### src/rtl/mfp_ahb_matrix_pkg.sv
// Shared AHB-lite encodings, default slave address map and state types for mfp_ahb_matrix.
package mfp_ahb_matrix_pkg;

  localparam logic [1:0] HTRANS_IDLE   = 2'b00;
  localparam logic [1:0] HTRANS_BUSY   = 2'b01;
  localparam logic [1:0] HTRANS_NONSEQ = 2'b10;
  localparam logic [1:0] HTRANS_SEQ    = 2'b11;

  localparam logic HRESP_OKAY  = 1'b0;
  localparam logic HRESP_ERROR = 1'b1;

  // Legacy map: slave0 boot ROM, slave1 program RAM, slave2 GPIO (slave i at [i*32+:32]).
  localparam logic [95:0] DEF_SLV_BASE = {32'h1F80_0000, 32'h0000_0000, 32'h1FC0_0000};
  localparam logic [95:0] DEF_SLV_MASK = {32'h1FC0_0000, 32'h1000_0000, 32'h1FC0_0000};

  typedef enum logic [1:0] {DP_NONE, DP_SLAVE, DP_DEFAULT} dp_kind_e;
  typedef enum logic [1:0] {DS_IDLE, DS_ERR1, DS_ERR2} ds_state_e;

  function automatic logic is_active(input logic [1:0] htrans);
    return (htrans == HTRANS_NONSEQ) || (htrans == HTRANS_SEQ);
  endfunction

endpackage

### src/rtl/mfp_ahb_default_slave.sv
// Default slave for unmapped addresses: two-cycle ERROR response, saturating error
// counter and capture of the most recent offending address.
module mfp_ahb_default_slave
  import mfp_ahb_matrix_pkg::*;
#(
  parameter int ADDR_W    = 32,
  parameter int ERR_CNT_W = 8
) (
  input  logic                 clk_i,
  input  logic                 rst_n_i,
  input  logic                 accept_i,
  input  logic [ADDR_W-1:0]    haddr_i,
  output logic [ERR_CNT_W-1:0] err_count_o,
  output logic [ADDR_W-1:0]    err_addr_o,
  output logic [1:0]           state_o
);

  ds_state_e             state_q, state_d;
  logic [ERR_CNT_W-1:0]  cnt_q, cnt_d;
  logic [ADDR_W-1:0]     addr_q, addr_d;

  always_ff @(posedge clk_i or negedge rst_n_i) begin
    if (!rst_n_i) begin
      state_q <= DS_IDLE;
      cnt_q   <= '0;
      addr_q  <= '0;
    end else begin
      state_q <= state_d;
      cnt_q   <= cnt_d;
      addr_q  <= addr_d;
    end
  end

  // accept_i only rises while the bus is ready, i.e. never during ERR1.
  always_comb begin
    state_d = state_q;
    cnt_d   = cnt_q;
    addr_d  = addr_q;
    case (state_q)
      DS_IDLE: if (accept_i) state_d = DS_ERR1;
      DS_ERR1: state_d = DS_ERR2;
      DS_ERR2: state_d = accept_i ? DS_ERR1 : DS_IDLE;
      default: state_d = DS_IDLE;
    endcase
    if (accept_i) begin
      addr_d = haddr_i;
      if (cnt_q != '1) cnt_d = cnt_q + ERR_CNT_W'(1);
    end
  end

  assign err_count_o = cnt_q;
  assign err_addr_o  = addr_q;
  assign state_o     = state_q;

endmodule

### src/rtl/mfp_ahb_matrix.sv
// Single-master AHB-lite interconnect: priority address decode, registered data-phase
// select, and zero-latency response mux including a built-in default slave.
module mfp_ahb_matrix
  import mfp_ahb_matrix_pkg::*;
#(
  parameter int N_SLAVES  = 3,
  parameter int ADDR_W    = 32,
  parameter int DATA_W    = 32,
  parameter logic [N_SLAVES*ADDR_W-1:0] SLV_BASE = DEF_SLV_BASE,
  parameter logic [N_SLAVES*ADDR_W-1:0] SLV_MASK = DEF_SLV_MASK,
  parameter int ERR_CNT_W = 8
) (
  input  logic                       HCLK,
  input  logic                       HRESETn,
  input  logic [ADDR_W-1:0]          HADDR,
  input  logic [1:0]                 HTRANS,
  input  logic                       HWRITE,
  output logic [DATA_W-1:0]          HRDATA,
  output logic                       HREADY,
  output logic                       HRESP,
  output logic [N_SLAVES-1:0]        S_HSEL,
  input  logic [N_SLAVES*DATA_W-1:0] S_HRDATA,
  input  logic [N_SLAVES-1:0]        S_HREADYOUT,
  input  logic [N_SLAVES-1:0]        S_HRESP,
  output logic [ERR_CNT_W-1:0]       ERR_COUNT,
  output logic [ADDR_W-1:0]          ERR_ADDR
);

  localparam int IDX_W = (N_SLAVES > 1) ? $clog2(N_SLAVES) : 1;

  logic [N_SLAVES-1:0] hit;
  logic [N_SLAVES-1:0] sel_onehot;
  logic                any_hit;
  logic [IDX_W-1:0]    hit_idx;
  logic                active;
  logic                accept_default;
  logic [1:0]          ds_state;
  dp_kind_e            dp_kind_q, dp_kind_d;
  logic [IDX_W-1:0]    dp_idx_q, dp_idx_d;

  // Write direction does not influence routing or responses.
  logic unused_hwrite;
  assign unused_hwrite = HWRITE;

  genvar g;
  generate
    for (g = 0; g < N_SLAVES; g++) begin : g_hit
      assign hit[g] = ((HADDR & SLV_MASK[g*ADDR_W +: ADDR_W]) == SLV_BASE[g*ADDR_W +: ADDR_W]);
    end
  endgenerate

  // Lowest index wins on overlapping windows.
  always_comb begin
    sel_onehot = '0;
    any_hit    = 1'b0;
    hit_idx    = '0;
    for (int i = 0; i < N_SLAVES; i++) begin
      if (hit[i] && !any_hit) begin
        sel_onehot[i] = 1'b1;
        any_hit       = 1'b1;
        hit_idx       = IDX_W'(i);
      end
    end
  end

  assign S_HSEL         = sel_onehot;
  assign active         = is_active(HTRANS);
  assign accept_default = HREADY && active && !any_hit;

  always_ff @(posedge HCLK or negedge HRESETn) begin
    if (!HRESETn) begin
      dp_kind_q <= DP_NONE;
      dp_idx_q  <= '0;
    end else begin
      dp_kind_q <= dp_kind_d;
      dp_idx_q  <= dp_idx_d;
    end
  end

  always_comb begin
    dp_kind_d = dp_kind_q;
    dp_idx_d  = dp_idx_q;
    if (HREADY) begin
      if (!active) begin
        dp_kind_d = DP_NONE;
      end else if (any_hit) begin
        dp_kind_d = DP_SLAVE;
        dp_idx_d  = hit_idx;
      end else begin
        dp_kind_d = DP_DEFAULT;
      end
    end
  end

  always_comb begin
    HREADY = 1'b1;
    HRESP  = HRESP_OKAY;
    HRDATA = '0;
    case (dp_kind_q)
      DP_SLAVE: begin
        for (int i = 0; i < N_SLAVES; i++) begin
          if (dp_idx_q == IDX_W'(i)) begin
            HREADY = S_HREADYOUT[i];
            HRESP  = S_HRESP[i];
            HRDATA = S_HRDATA[i*DATA_W +: DATA_W];
          end
        end
      end
      DP_DEFAULT: begin
        HREADY = (ds_state != DS_ERR1);
        HRESP  = HRESP_ERROR;
      end
      default: ;
    endcase
  end

  mfp_ahb_default_slave #(
    .ADDR_W   (ADDR_W),
    .ERR_CNT_W(ERR_CNT_W)
  ) u_default_slave (
    .clk_i      (HCLK),
    .rst_n_i    (HRESETn),
    .accept_i   (accept_default),
    .haddr_i    (HADDR),
    .err_count_o(ERR_COUNT),
    .err_addr_o (ERR_ADDR),
    .state_o    (ds_state)
  );

endmodule

### config.mk
export PLATFORM = sky130hd
export DESIGN_NAME = mfp_ahb_matrix
export DESIGN_NICKNAME = d
export VERILOG_FILES = /design/src/rtl/mfp_ahb_matrix_pkg.sv /design/src/rtl/mfp_ahb_default_slave.sv /design/src/rtl/mfp_ahb_matrix.sv
export SDC_FILE = /design/constraint.sdc
export NUM_CORES = 1
export LEC_CHECK = 0
export BUFFER_PORTS_ARGS = -buffer_cell sky130_fd_sc_hd__clkbuf_2
export CORE_MARGIN = 5
export CORE_UTILIZATION = 35
export DETAILED_ROUTE_END_ITERATION = 7
export PLACE_DENSITY = 0.72
export SLEW_MARGIN = 20
export SYNTH_ARGS = -nofsm -noshare
export SYNTH_HDL_FRONTEND = slang
export SYNTH_SLANG_ARGS = --single-unit
### constraint.sdc
create_clock -name HCLK -period 2.5 [get_ports HCLK]
set_input_delay 0.125 -clock HCLK [delete_from_list [all_inputs] [get_ports HCLK]]
set_output_delay 0.125 -clock HCLK [all_outputs]
set_load 0.01 [all_outputs]
==> flow_summary.yaml <==
cts:
  cts_tree: "yes"
  clk_latency_ns: 0.30
  clockBufferDepth: 2
  post_cts_resized: 0
  cts_buffers: 5
  clkSinkCount: 46
  htreeDepth: 2
  clk_pin_slew_ns: 0.08
  root_buffer: "clkbuf_8"
synth:
  synth_top_family_by_area: "multiplexers"
  syn_inst: 282
  yosysMostFrequentCell: "dfrtp_1"
  ys_seq_area_share_pct: 40.9
  synth_compound_area_share_pct: 9.03
  yosysTopAreaCell: "dfrtp_1"
  ys_top_cells_by_count: "dfrtp_1 (46), nand2_1 (38), o21ai_0 (35)"
  yosys.area_share.simple_pct: 17.2
  async_flop_share_pct: 100
  yosys_warnings: 0
  synth_top_area_share_pct: 40.9
  synth.distinct_cells: 31
  ys_ff_latch: 46
  synth_edf_count: 0
  synth_nets: 424
  ys.flop_type: "dfrtp_1"
  synth.avg_cell_area_um2: 9.97
  synth_mux_area_share_pct: 25.6
  netlist_area_um2: 2810
  yosys.area_share.xor_xnor_pct: 1.87
  synthAdderAreaFrac_pct: 1.34
  synth_area_leaders: "dfrtp_1 (41%), mux2i_1 (12%), mux2_2 (10%), and2_1 (7.3%), o21ai_0 (6.2%)"
route:
  dr.pass1.iters: 4
  wl_um: 8480
  num_vias: 2827
  drtIter0Drc: 76
  via_per_inst: 4.75
  drtAntennaViolNets: 0
  post_drt_wl_per_cell_um: 14.3
  route.detailed.drc: 0
power_and_ir_drop:
  power_density_nw_per_um2: 853
  p_seq_share_pct: 36.6
  power_switching_mw: 1.35
  swShare_pct: 38.8
  p_comb_share_pct: 50.5
  max-vdd-ir-drop_uv: 601
  p_leak_nw: 2.30
  pwr-share-clk_pct: 12.9
  power.internal_mw: 2.13
final_layout:
  area.growth.synth_to_final_pct: 44.8
  antenna_cells: 0
  nets: 634
  drive_gt1_share_pct: 53.3
  instances_no_fill: 595
  fillers: 727
hold_path:
  min_path_cells: 2
  hold_class: "primary input to register"
  hp-start: "HADDR[11]"
timing:
  max_slew_margin_pct: 53.2
  setup_tns_ns: 0
  slew_viol_final: 0
  period_share_pct: 81.6
  skew_ns: 0.0126
  tightestPinTransition_ns: 0.701
  finalHoldViolCount: 0
  rsz0062_at_grt: "false"
  holdWs_ns: 0.0476
  fin_crit_ns: 2.04
  finalSetupViolations: 0
  max_freq_ghz: 0.490
critical_path:
  crit_fanout: 33
  path_class: "register to output pin"
  crit_path_end: "HRDATA[5]"
  crit_required_ns: 2.38
  end_kind: "output pin"
  critical_path_arrival_ns: 1.92
  critPathLaunchType: "register"
  rr_startpoint: "dp_kind_q[0]$_DFFE_PN0P_"
  reg2reg_to: "u_default_slave.err_count_o[6]$_DFFE_PN0P_"
  startpoint: "dp_idx_q[0]$_DFFE_PN0P_"
  reg2regPathDepth: 7
  r2r_slack_ns: 0.53
global_routing:
  grt_usage_pct: 16.3
  grt-ovfl-total: 0
  grt_max_degree: 34
  first_global_vias: 2957
  antenna_found_initial: 0
  grt_pass1_wl_um: 13400
flow_run:
  drv_cap: 0
placed_design:
  gp_congestion: 0.838
  portBuffers: 213
  dp.final_hpwl_um: 7020
  place_inst: 586
floorplanning:
  die-area_um2: 9930
  die_h_um: 99.6
  ios: 216
  core_um2: 7770
  dieWidth_um: 99.6
  start_util_pct: 36.2
  num_rows: 32
outcome:
  status: "finished clean"
-- state kept, by name (all words and copies together) (netlist names) --
signal,flops
dp_idx_q,2
dp_kind_q,2
u_default_slave.state_o,2
u_default_slave.err_addr_o,32
u_default_slave.err_count_o,8
-- worst min-delay path by stage --
stage / to / slack, ns
3_3_place_gp: u_default_slave.err_addr_o[8]$_DFFE_PN0P_ / 0.10
5_1_grt: u_default_slave.err_addr_o[17]$_DFFE_PN0P_ / 0.03
6_report: u_default_slave.err_addr_o[11]$_DFFE_PN0P_ / 0.05
2_1_floorplan: dp_idx_q[0]$_DFFE_PN0P_ / -0.17
4_1_cts: u_default_slave.err_addr_o[19]$_DFFE_PN0P_ / 0.04
3_5_place_dp: u_default_slave.err_addr_o[5]$_DFFE_PN0P_ / 0.11
-- kinds of logic (layout without fill, tap and decap cells) --
logic type,Yosys count,in the layout
flip-flops,46,46
AO/OA/AOI/OAI,43,43
multiplexers,67,67
XOR/XNOR,6,6
buffers and inverters,23,234
adder cells (fa/ha/maj),3,3
AND/OR/NAND/NOR,94,94
-- per-stage QoR --
stage | area [um^2] | worst slack, ns | power [mW] | util (%)
after floorplan | 2810 | 0.594 | 2.30 | -
after global placement | 3970 | 0.384 | 3.01 | 51.1
after detailed placement | 3970 | 0.522 | 3.07 | 51.1
after CTS | 4070 | 0.415 | 3.53 | 52.4
after global routing | 4070 | 0.238 | 3.76 | 52.4
final | 4070 | 0.460 | 3.47 | 52.4
-- critical path: stages (launching register included) --
cell,delay [ns]
dfrtp_2,0.43
buf_4,0.50
mux2i_1,0.31
o21ai_0,0.09
and2_1,0.16
clkbuf_2,0.12
-- routing by layer --
| layer | part of all wire, % | track usage, % | vias to the layer above | wire, um |
|---|---|---|---|---|
| met5 | 0 | 0 | - | 0 |
| met4 | 1.8 | 4.62 | 0 | 153 |
| met3 | 12 | 5.89 | 15 | 1040 |
| met2 | 50 | 29.4 | 137 | 4240 |
| met1 | 36 | 17.8 | 1290 | 3050 |
| li1 | - | - | 1385 | - |
-- layout make-up --
| class | instances | area [um^2] | share of cell area (%) |
|---|---|---|---|
| Timing Repair Buffer | 221 | 1130 | 27.7 |
| Sequential cell | 46 | 1150 | 28.3 |
| Tap cell | 102 | 128 | 3.14 |
| Multi-Input combinational cell | 213 | 1560 | 38.2 |
| Clock inverter | 3 | 18.8 | 0.461 |
| Inverter | 5 | 18.8 | 0.461 |
| Clock buffer | 5 | 68.8 | 1.69 |
-- cell usage in the layout (no fill, tap or decap), types with 2 or more instances in the layout --
| cell | n |
|---|---|
| clkbuf_2 | 213 |
| dfrtp_1 | 45 |
| nand2_1 | 38 |
| o21ai_0 | 35 |
| mux2i_1 | 33 |
| and2_1 | 33 |
| mux2_2 | 26 |
| buf_4 | 7 |
| nand3_1 | 6 |
| mux2_1 | 6 |
| xnor2_1 | 6 |
| inv_1 | 5 |
| clkbuf_8 | 5 |
| and3_1 | 4 |
| nand2b_1 | 3 |
| nor2_1 | 3 |
| ha_1 | 3 |
| mux2_4 | 2 |
| a21oi_1 | 2 |
| a22o_1 | 2 |
| clkinv_2 | 2 |
-- repair_timing --
action	4_1_cts	5_1_grt
buffers inserted	0	0
hold buffers	1	0
hold endpoints to repair	20	0
-- power by group through the flow --
stage / sequential, mW / clock, mW / combinational (mW)
after global routing: 1.32 / 0.499 / 1.94
after global placement: 1.26 / 0 / 1.75
final: 1.27 / 0.450 / 1.75
after floorplan: 1.40 / 0 / 0.903
after detailed placement: 1.28 / 0 / 1.79
after CTS: 1.27 / 0.466 / 1.79
Power figures use the tool's default switching activity.
